--- src/rtl/serial_feed_arb.sv ---
// serial_feed_arb
// Round-robin arbiter that takes a WIDTH-bit word from one of two requesters.
// It loads the word, then shifts it out MSB-first to a serial pattern detector.
// Detector matches are credited to the requester whose bits caused them.
//
// Ports
//   clk        single rising-edge clock
//   rst        asynchronous active-low reset (0 = reset)
//   req0/req1  requester word-pending flags; data must stay stable while high
//   data0/1    requester words, MSB shifted first
//   ack0/ack1  one-cycle pulse in the LOAD cycle: the word was captured
//   ser_out    serial bit to the detector
//   ser_valid  ser_out carries a live bit this cycle
//   det_clr    one-cycle detector clear, raised in LOAD when the owner changes
//   det_hit    registered match output of the detector
//   cnt_clr    synchronous clear of both hit counters
//   hit_cnt0/1 saturating per-requester match counts
//   owner      requester being shifted (or last shifted)
//   busy       high in LOAD and SHIFT
module serial_feed_arb #(
  parameter int WIDTH = 8,
  parameter int CNT_W = 8
) (
  input  logic             clk,
  input  logic             rst,
  input  logic             req0,
  input  logic             req1,
  input  logic [WIDTH-1:0] data0,
  input  logic [WIDTH-1:0] data1,
  output logic             ack0,
  output logic             ack1,
  output logic             ser_out,
  output logic             ser_valid,
  output logic             det_clr,
  input  logic             det_hit,
  input  logic             cnt_clr,
  output logic [CNT_W-1:0] hit_cnt0,
  output logic [CNT_W-1:0] hit_cnt1,
  output logic             owner,
  output logic             busy
);

  localparam int BC_W = (WIDTH > 1) ? $clog2(WIDTH) : 1;
  localparam logic [BC_W-1:0]  LAST_BIT = BC_W'(WIDTH - 1);
  localparam logic [CNT_W-1:0] CNT_MAX  = {CNT_W{1'b1}};

  typedef enum logic [1:0] {
    ST_IDLE  = 2'd0,
    ST_LOAD  = 2'd1,
    ST_SHIFT = 2'd2
  } state_e;

  state_e           state_q, state_d;
  logic [WIDTH-1:0] shift_q, shift_d;
  logic [BC_W-1:0]  bit_cnt_q, bit_cnt_d;
  logic             owner_q, owner_d;
  logic             rr_last_q, rr_last_d;
  logic             first_q, first_d;
  logic             ack0_q, ack0_d;
  logic             ack1_q, ack1_d;
  logic             ser_out_q, ser_out_d;
  logic             ser_valid_q, ser_valid_d;
  logic             det_clr_q, det_clr_d;
  logic             busy_q, busy_d;
  logic             v_d_q;
  logic             o_d_q;
  logic [CNT_W-1:0] hit_cnt0_q, hit_cnt0_d;
  logic [CNT_W-1:0] hit_cnt1_q, hit_cnt1_d;

  logic arb_point_s;
  logic any_req_s;
  logic grant_s;
  logic hit_s;

  // Arbitration decision: only meaningful at IDLE or on the final shift bit.
  always_comb begin
    arb_point_s = (state_q == ST_IDLE) ||
                  ((state_q == ST_SHIFT) && (bit_cnt_q == LAST_BIT));
    any_req_s   = req0 | req1;
    // On a tie, the requester that did not own the previous word wins.
    if (req0 && req1) begin
      grant_s = ~rr_last_q;
    end else if (req0) begin
      grant_s = 1'b0;
    end else begin
      grant_s = 1'b1;
    end
  end

  // Next-state and next-output logic for the IDLE/LOAD/SHIFT sequencer.
  always_comb begin
    state_d     = state_q;
    shift_d     = shift_q;
    bit_cnt_d   = bit_cnt_q;
    owner_d     = owner_q;
    rr_last_d   = rr_last_q;
    first_d     = first_q;
    ack0_d      = 1'b0;
    ack1_d      = 1'b0;
    ser_out_d   = 1'b0;
    ser_valid_d = 1'b0;
    det_clr_d   = 1'b0;
    busy_d      = 1'b0;

    if (arb_point_s) begin
      if (any_req_s) begin
        state_d   = ST_LOAD;
        shift_d   = grant_s ? data1 : data0;
        owner_d   = grant_s;
        rr_last_d = grant_s;
        first_d   = 1'b0;
        ack0_d    = ~grant_s;
        ack1_d    = grant_s;
        // The detector only needs clearing when the bit stream changes source.
        det_clr_d = first_q | (grant_s != owner_q);
        busy_d    = 1'b1;
      end else begin
        state_d = ST_IDLE;
      end
    end else begin
      case (state_q)
        ST_LOAD: begin
          state_d     = ST_SHIFT;
          ser_valid_d = 1'b1;
          ser_out_d   = shift_q[WIDTH-1];
          shift_d     = {shift_q[WIDTH-2:0], 1'b0};
          bit_cnt_d   = {BC_W{1'b0}};
          busy_d      = 1'b1;
        end
        ST_SHIFT: begin
          state_d     = ST_SHIFT;
          ser_valid_d = 1'b1;
          ser_out_d   = shift_q[WIDTH-1];
          shift_d     = {shift_q[WIDTH-2:0], 1'b0};
          bit_cnt_d   = bit_cnt_q + BC_W'(1);
          busy_d      = 1'b1;
        end
        default: begin
          state_d = ST_IDLE;
        end
      endcase
    end
  end

  // Hit counters: a match is credited one cycle late to match the detector's
  // register stage; clear has priority, and counts stick at the maximum.
  always_comb begin
    hit_s = det_hit & v_d_q;
    if (cnt_clr) begin
      hit_cnt0_d = {CNT_W{1'b0}};
      hit_cnt1_d = {CNT_W{1'b0}};
    end else begin
      hit_cnt0_d = hit_cnt0_q;
      hit_cnt1_d = hit_cnt1_q;
      if (hit_s && !o_d_q && (hit_cnt0_q != CNT_MAX)) begin
        hit_cnt0_d = hit_cnt0_q + CNT_W'(1);
      end else begin
        hit_cnt0_d = hit_cnt0_q;
      end
      if (hit_s && o_d_q && (hit_cnt1_q != CNT_MAX)) begin
        hit_cnt1_d = hit_cnt1_q + CNT_W'(1);
      end else begin
        hit_cnt1_d = hit_cnt1_q;
      end
    end
  end

  // State, datapath and output registers.
  always_ff @(posedge clk or negedge rst) begin
    if (!rst) begin
      state_q     <= ST_IDLE;
      shift_q     <= {WIDTH{1'b0}};
      bit_cnt_q   <= {BC_W{1'b0}};
      owner_q     <= 1'b0;
      rr_last_q   <= 1'b1;
      first_q     <= 1'b1;
      ack0_q      <= 1'b0;
      ack1_q      <= 1'b0;
      ser_out_q   <= 1'b0;
      ser_valid_q <= 1'b0;
      det_clr_q   <= 1'b0;
      busy_q      <= 1'b0;
      v_d_q       <= 1'b0;
      o_d_q       <= 1'b0;
      hit_cnt0_q  <= {CNT_W{1'b0}};
      hit_cnt1_q  <= {CNT_W{1'b0}};
    end else begin
      state_q     <= state_d;
      shift_q     <= shift_d;
      bit_cnt_q   <= bit_cnt_d;
      owner_q     <= owner_d;
      rr_last_q   <= rr_last_d;
      first_q     <= first_d;
      ack0_q      <= ack0_d;
      ack1_q      <= ack1_d;
      ser_out_q   <= ser_out_d;
      ser_valid_q <= ser_valid_d;
      det_clr_q   <= det_clr_d;
      busy_q      <= busy_d;
      v_d_q       <= ser_valid_q;
      o_d_q       <= owner_q;
      hit_cnt0_q  <= hit_cnt0_d;
      hit_cnt1_q  <= hit_cnt1_d;
    end
  end

  assign ack0      = ack0_q;
  assign ack1      = ack1_q;
  assign ser_out   = ser_out_q;
  assign ser_valid = ser_valid_q;
  assign det_clr   = det_clr_q;
  assign busy      = busy_q;
  assign owner     = owner_q;
  assign hit_cnt0  = hit_cnt0_q;
  assign hit_cnt1  = hit_cnt1_q;

endmodule
--- config.mk ---
export PLATFORM = sky130hd
export DESIGN_NAME = serial_feed_arb
export DESIGN_NICKNAME = d
export VERILOG_FILES = /design/src/rtl/serial_feed_arb.sv
export SDC_FILE = /design/constraint.sdc
export NUM_CORES = 1
export LEC_CHECK = 0
export ABC_AREA = 1
export CORE_ASPECT_RATIO = 0.9
export CORE_MARGIN = 2
export CORE_UTILIZATION = 51
export CTS_CLUSTER_SIZE = 25
export DETAILED_ROUTE_END_ITERATION = 8
export PLACE_DENSITY = 0.85
export RECOVER_POWER = 50
export SETUP_SLACK_MARGIN = 0.15
export SYNTH_ARGS = -nofsm -noshare
export SYNTH_HDL_FRONTEND = slang
export SYNTH_SLANG_ARGS = --single-unit
--- constraint.sdc ---
create_clock -name clk -period 1.95 [get_ports clk]
set_input_delay 0.39 -clock clk [delete_from_list [all_inputs] [get_ports clk]]
set_output_delay 0.39 -clock clk [all_outputs]
set_load 0.01 [all_outputs]
After elaboration in Yosys (flattened, before gate mapping)
Index checks and enable logic that the tools add are counted.
- register bits after elaboration: 40
- bits of input ports: 22
- word-level logic and storage cells: 75
- output and inout port bits: 23
- bitwise gates (word level): 6
- eq/ne operators: 7
- add/subtract/negate cells: 3
- mux-type cells: 26
- reductions and logical operators: 17
- operators with widths (operator ; number):
    $mux 8 ; 8
    $add 8x1->8 const B ; 2
    $ne 8x8->1 const B ; 2
    $mux 1 ; 15
    $reduce_bool 2->1 ; 4
    $logic_and 1x1->1 ; 6
    $pmux 3 s2 ; 1
    $reduce_and 2->1 ; 3
    $mux 2 ; 2
    $add 3x1->3 const B ; 1
    $eq 3x3->1 const B ; 1
    $not 1->1 ; 3
    $eq 2x1->1 const B ; 1
    $eq 2x2->1 const B ; 1
    $logic_not 2->1 ; 1
    $ne 2x1->1 const B ; 1
    $or 1x1->1 ; 2
    $reduce_or 2->1 ; 1
    $and 1x1->1 ; 1
    $logic_not 1->1 ; 1
    $logic_or 1x1->1 ; 1
    $ne 1x1->1 ; 1

Logic depth before layout (Yosys ltp)
Gate-level depths: netlist of run 1.
- word-level depth: 6
- depth in mapped cells: 10
- gate-level depth less buffers: 10

Worst setup path after synthesis of run 1
Ideal clock, no wire load.
- path type: reg2reg
- start: reg bit_cnt_q[0]
- end: reg shift_q[4]
- slack: 0.493 ns
- library setup time: 0.117 ns
- required time: 1.833 ns
- stages on the path, launching flop included: 9
- period minus slack after synthesis: 1.457 ns
- path buffers: 1
- data arrival time: 1.340 ns
- cell sequence: dfrtp_1 > ha_1 > ha_1 > nand2_1 > nand2_2 > buf_2 > or2_0 > nand3_1 > nand2_1
- word-level cells in the longest chain between the ends: 5
- elaborated cells between the ends (all ways): 7
- classes of those cells: eq/ne: 2; mux: 1; reduce/logical: 4
- RTL lines (element ; line ; text):
    start, declared ; 55 ; logic [BC_W-1:0] bit_cnt_q, bit_cnt_d;
    start signal, assigned ; 173 ; bit_cnt_q <= {BC_W{1'b0}};
    start signal, assigned ; 190 ; bit_cnt_q <= bit_cnt_d;
    $eq 3x3->1 (*) ; 78 ; ((state_q == ST_SHIFT) && (bit_cnt_q == LAST_BIT));
    $logic_and 1x1->1 (*) ; 78 ;
    $logic_or 1x1->1 (*) ; 77 ; arb_point_s = (state_q == ST_IDLE) ||
    $ne 2x1->1 (no source line) or $reduce_bool 2->1 (tied branches) ; -- ;
    $reduce_and 2->1 (no source line) ; -- ;
    end signal, assigned ; 172 ; shift_q <= {WIDTH{1'b0}};
    end signal, assigned ; 189 ; shift_q <= shift_d;
    end, declared ; 54 ; logic [WIDTH-1:0] shift_q, shift_d;
Every way passes the cells marked *; elsewhere a longest branch is shown, timed or not.
A chain may end at the register's enable or synchronous reset.

Worst setup path after layout of run 1
- start: reg hit_cnt1_q[3], in the netlist hit_cnt1[3]
- end: out hit_cnt1[3]
- RTL lines (element ; line ; text):
    start, declared ; 68 ; logic [CNT_W-1:0] hit_cnt1_q, hit_cnt1_d;
    start signal, assigned ; 186 ; hit_cnt1_q <= {CNT_W{1'b0}};
    start signal, assigned ; 203 ; hit_cnt1_q <= hit_cnt1_d;
    end, declared ; 38 ; output logic [CNT_W-1:0] hit_cnt1,
No word-level cell between the ends.

==> flow_metrics.tcl, run 1 <==
set metrics [dict create \
    ys_seq_area_share_pct 45.2 \
    cpMaxStageDelayCell "clkdlybuf4s50_1" \
    r2r-end "hit_cnt1[3]" \
    pwr_density_cell_nw_per_um2 1040 \
    r2r_cells 8 \
    grt-busiest-layer "met2" \
    fin_crit_ps 1730 \
    cts_buffers 5 \
    synth_seq_cells 39 \
    path_depth 1 \
    reg2reg_from "hit_cnt1[1]" \
    cp_cell_sequence "clkdlybuf4s50_1" \
    die_w_um 72.7 \
    rsz0062_at_grt "no" \
    crit_required_ps 1560 \
    fin_util_pct 66.1 \
    path_buf_inv 1 \
    io_pins 45 \
    track_usage_pct 20.7 \
    vias 1818 \
    setup_viol 0 \
    start_util_pct 53.2 \
    diodes 0 \
    post_drt_via_cell_ratio 5.06 \
    r2r_setup_slack_ps 300 \
    grt_antenna_before_repair 0 \
    hold_viol_final 0 \
    clkTransAtPathRegs_ps 80 \
    cts_root_buf "clkbuf_8" \
    grt_first_pass_wirelength_um 7650 \
    die_y_um 65.8 \
    min_period_over_period_pct 88.5 \
    synth_area_um2 2170 \
    firstDrtPassIters 4 \
    num_rows 22 \
    grt_use_met2_pct 36.9 \
    cp_slowest_stage_delay_ps 580 \
    clock_skew_ps 6.43 \
    synth_nets 288 \
    criticalPathCategory "flop to output pin" \
    cts.path.max_buffers 2 \
    core_area_um2 4070 \
    cp-start-kind "flop" \
    nFillCells 350 \
    hold_slack_ps 251 \
    post_cts_buffers 0 \
    wl_per_cell_um 12.1 \
    slew_headroom_pct 31.2 \
    place_congestion 0.819 \
    drt-total-wl_um 4360 \
    path_max_fanout 6 \
    finalMaxSlewViolations 0 \
    post-dp-hpwl_um 3350 \
    yosysUniqueCellTypes 34 \
    cts_tree "done" \
    die_area_um2 4790 \
    ir_drop_uv 643 \
    fin_ws_ps 223 \
    hold_class "input pin to async pin" \
    nNetsFinal 338 \
    grt_util_met3_pct 5.34 \
    grt_max_degree 22 \
    setup_total_negative_slack_ps 0 \
    cp_data_arrival_time_ps 1340 \
    end_kind "output pin" \
    path_delay_family "buffers and inverters" \
    hold_buffers 0 \
    grt_pass1_vias 1748 \
    fmax_ghz 0.579 \
    drive_gt1_share_pct 11.6 \
    grt-ovfl-total 0 \
    drt-initial-drc-count 72 \
    numClockSinks 39 \
    cts_max_level 2 \
    total_leakage_power_uw 0.00131 \
    p_total_uw 2790 \
    worstMarginPinSlew_ps 1030 \
    drc 0 \
    ant_nets 0 \
    max-cap-violations 0 \
    worst_skew_pair.late_latency_ps 290 \
    status "complete, no violations" \
    numPortBuffers 44 \
    area_growth_pct 24.2 \
    place_ws_ps 193 \
    met1_usage_pct 24.8 \
    yosys_warnings 0 \
    avgSynthCellArea_um2 8.33 \
    syn-instance-count 260 \
]
metrics by stage:
step                area, um^2  std cells
CTS                       2760        359
detailed placement        2670        351
global route              2690        359
global placement          2670        351
finish                    2690        359
floorplan                 2170        260
how the worst max path moves through the flow:
stage,start,endpoint,slack [ps]
floorplan,bit_cnt_q[0],shift_q[4],490
CTS,hit_cnt1[2],hit_cnt1[2],220
global placement,req1,shift_q[2],250
detailed placement,req1,det_clr,190
finish,hit_cnt1[3],hit_cnt1[3],220
global route,hit_cnt1[1],hit_cnt1[3],130
registers in the layout, indices dropped and copies added, names as in the netlist:
register   count
ack0           1
ack1           1
bit_cnt_q      3
busy           1
det_clr        1
first_q        1
hit_cnt0       8
hit_cnt1       8
o_d_q          1
owner          1
rr_last_q      1
ser_out        1
ser_valid      1
shift_q        8
state_q        1
v_d_q          1
logic make-up after synthesis:
family / Yosys count / synth area share (%)
buffers and inverters: 35 / 6.76
flip-flops: 39 / 45.2
AND/OR/NAND/NOR: 153 / 35.0
multiplexers: 1 / 1.04
XOR/XNOR: 8 / 3.23
AO/OA/AOI/OAI: 18 / 5.31
adder cells (fa/ha/maj): 6 / 3.46
area by class of cell:
cell class                      count  area (um^2)  share of cell area (%)
Inverter                           32          125                    4.65
Timing Repair Buffer               46          447                    16.6
Clock inverter                      3         20.0                   0.743
Sequential cell                    39          978                    36.3
Multi-Input combinational cell    186          993                    36.9
Clock buffer                        5         68.8                    2.56
Tap cell                           48         60.1                    2.23
power by group:
part / internal, uW / switching (uW) / total (uW)
Sequential: 1020 / 111 / 1140
Combinational: 444 / 667 / 1110
Clock: 249 / 294 / 543
Total: 1720 / 1070 / 2790
per-layer routing:
metal / up-vias / share of wire [%]
li1: 916 / -
met1: 841 / 43
met2: 54 / 50
met3: 7 / 5.5
met4: 0 / 1.4
met5: - / 0
synth_stat cells (all sizes together):
| master | instances | share of area (%) |
|---|---|---|
| ha | 6 | 3.5 |
| mux2i | 1 | 1.0 |
| buf | 3 | 1.1 |
| xor2 | 6 | 2.4 |
| nand2 | 95 | 19 |
| nor3 | 1 | 0.23 |
| dfrtp | 37 | 43 |
| nand3 | 30 | 7.5 |
| o21ai | 14 | 3.4 |
| or2 | 4 | 1.2 |
| xnor2 | 2 | 0.81 |
| dfstp | 2 | 2.4 |
| clkinv | 1 | 0.17 |
| nor2 | 21 | 6.2 |
| a21oi | 3 | 1.4 |
| a21boi | 1 | 0.52 |
| inv | 31 | 5.5 |
| nand4 | 2 | 0.58 |
placed cells by master, fill, tap and decap left out:
cell             count
o21ai_1              6
dfstp_2              2
nor3_1               1
buf_4                1
or2_2                2
nand2_4              3
nor2_4               3
nor2_2               1
nor2_1              16
nand2_2              2
or2_0                2
o21ai_2              1
clkinv_2             1
xnor2_1              2
inv_1               24
nand4_1              2
nand3_4              1
clkdlybuf4s50_1     43
a21boi_2             1
xor2_1               6
clkbuf_8             5
inv_4                2
clkinvlp_4           2
o21ai_0              7
ha_1                 6
clkinv_1             1
dfrtp_1             37
clkbuf_2             1
nand3_1             29
a21oi_1              3
clkbuf_1             1
nand2_8              1
nor2_8               1
mux2i_4              1
nand2_1             89
inv_2                5
repair_timing:
item,CTS,global route
hold endpoints to repair,0,0
resized for setup,0,2
endpoints found under the setup margin,0,8
Note: power is estimated with default switching activity, not from simulation.
==> run 2, diff against run 1 <==
Settings changed: CORE_MARGIN 2 to 3.
==> run 2 against run 1 <==
Fmax about the same. Combinational power about the same. Die area is 5.9% higher. Clock skew increased by 4.2 ps. Largest cell class unchanged. Largest power group unchanged.
==> flow_metrics.tcl, run 2 (same netlist as run 1, synthesis figures left out) <==
set metrics [dict create \
    num_rows 21 \
    setup_viol 0 \
    die_y_um 67.8 \
    grt_use_met2_pct 35.1 \
    cts.path.max_buffers 2 \
    r2r-end "shift_q[7]" \
    layout_common_cells "89 x nand2_1, 43 x clkdlybuf4s50_1, 36 x dfrtp_1" \
    hold_viol_final 0 \
    post-dp-hpwl_um 3450 \
    r2r_setup_slack_ps 280 \
    status "complete, no violations" \
    cpMaxStageDelayCell "clkdlybuf4s50_1" \
    drt-initial-drc-count 104 \
    total_leakage_power_uw 0.00132 \
    grt_max_degree 40 \
    reg2reg_from "bit_cnt_q[0]" \
    drt-total-wl_um 4480 \
    firstDrtPassIters 4 \
    path_buf_inv 1 \
    grt_antenna_before_repair 0 \
    clock_skew_ps 10.6 \
    post_drt_via_cell_ratio 5.17 \
    io_pins 45 \
    met1_usage_pct 26.3 \
    worstMarginPinSlew_ps 923 \
    cp_slowest_stage_delay_ps 580 \
    cp_data_arrival_time_ps 1340 \
    core_area_um2 3890 \
    fmax_ghz 0.579 \
    p_total_uw 2830 \
    start_util_pct 55.7 \
    die_area_um2 5070 \
    setup_total_negative_slack_ps 0 \
    drc 0 \
    finalMaxSlewViolations 0 \
    place_congestion 0.855 \
    grt_pass1_vias 1830 \
    die_w_um 74.7 \
    numPortBuffers 44 \
    worst_skew_pair.late_latency_ps 290 \
    diodes 0 \
    cp-start-kind "flop" \
    grt-ovfl-total 0 \
    hold_buffers 0 \
    slew_headroom_pct 38.5 \
    pwr_density_cell_nw_per_um2 1040 \
    clkTransAtPathRegs_ps 80 \
    rsz0062_at_grt "no" \
    fin_util_pct 69.9 \
    cts_tree "done" \
    hold_class "input pin to async pin" \
    ir_drop_uv 554 \
    cp_cell_sequence "clkdlybuf4s50_1" \
    area_growth_pct 25.5 \
    grt_util_met3_pct 5.14 \
    instances_no_fill 357 \
    end_kind "output pin" \
    cts_buffers 5 \
    grt-busiest-layer "met2" \
    wl_per_cell_um 12.6 \
    path_max_fanout 6 \
    hold_slack_ps 307 \
    nNetsFinal 338 \
    crit_required_ps 1560 \
    grt_first_pass_wirelength_um 8050 \
    criticalPathCategory "flop to output pin" \
    dp.cells 349 \
    cts_root_buf "clkbuf_8" \
    fin_crit_ps 1730 \
    track_usage_pct 21.0 \
    r2r_cells 10 \
    ant_nets 0 \
    drive_gt1_share_pct 13.2 \
    vias 1845 \
    path_delay_family "buffers and inverters" \
    cts_max_level 2 \
    min_period_over_period_pct 88.6 \
    numClockSinks 39 \
    final_common_cell "nand2_1" \
    max-cap-violations 0 \
]
==> run 2: cell count changes in the layout (fill, tap and decap cells not counted), sizes merged <==
cell,before,now
clkbuf,7,9
clkinvlp,2,0
buf,1,2
clkinv,2,1
==> run 2: area by class of cell <==
type	instances	area, um^2
clock buffers	8	100
repair buffers	46	448
flip-flops and latches	39	980
fillers	324	1170
inverters	32	123
well taps	46	57.6
multi-input cells	186	1010
==> run 2: what timing repair did <==
action,in CTS,in global routing
resized for setup,0,1
endpoints found under the setup margin,0,1
setup buffers,0,0
==> run 2: metrics by stage <==
stage	setup WS, ps	instance area [um^2]
finish	223	2720
global route	163	2720
CTS	177	2760
detailed placement	229	2660
global placement	263	2660
floorplan	493	2170
==> run 2: report_power, final <==
| group | leakage, uW | switching (uW) | internal (uW) | total (uW) |
|---|---|---|---|---|
| clock | 0.0000515 | 270 | 323 | 593 |
| combinational | 0.000760 | 661 | 438 | 1100 |
| sequential | 0.000508 | 114 | 1020 | 1140 |
==> run 2: routing by layer <==
| layer | share of wire (%) | wire length (um) |
|---|---|---|
| met3 | 4.8 | 217 |
| met2 | 49 | 2210 |
| met1 | 44 | 1990 |
| met5 | 0 | 0 |
| met4 | 1.2 | 55 |
==> run 2: worst max-delay path by stage <==
stage,startpoint,end,slack [ps],cells after the start
detailed placement,req1,shift_q[6],230,7
global route,hit_cnt1[2],hit_cnt1[2],160,1
CTS,hit_cnt1[3],hit_cnt1[3],180,1
finish,hit_cnt1[2],hit_cnt1[2],220,1
floorplan,bit_cnt_q[0],shift_q[4],490,8
global placement,req1,shift_q[2],260,7
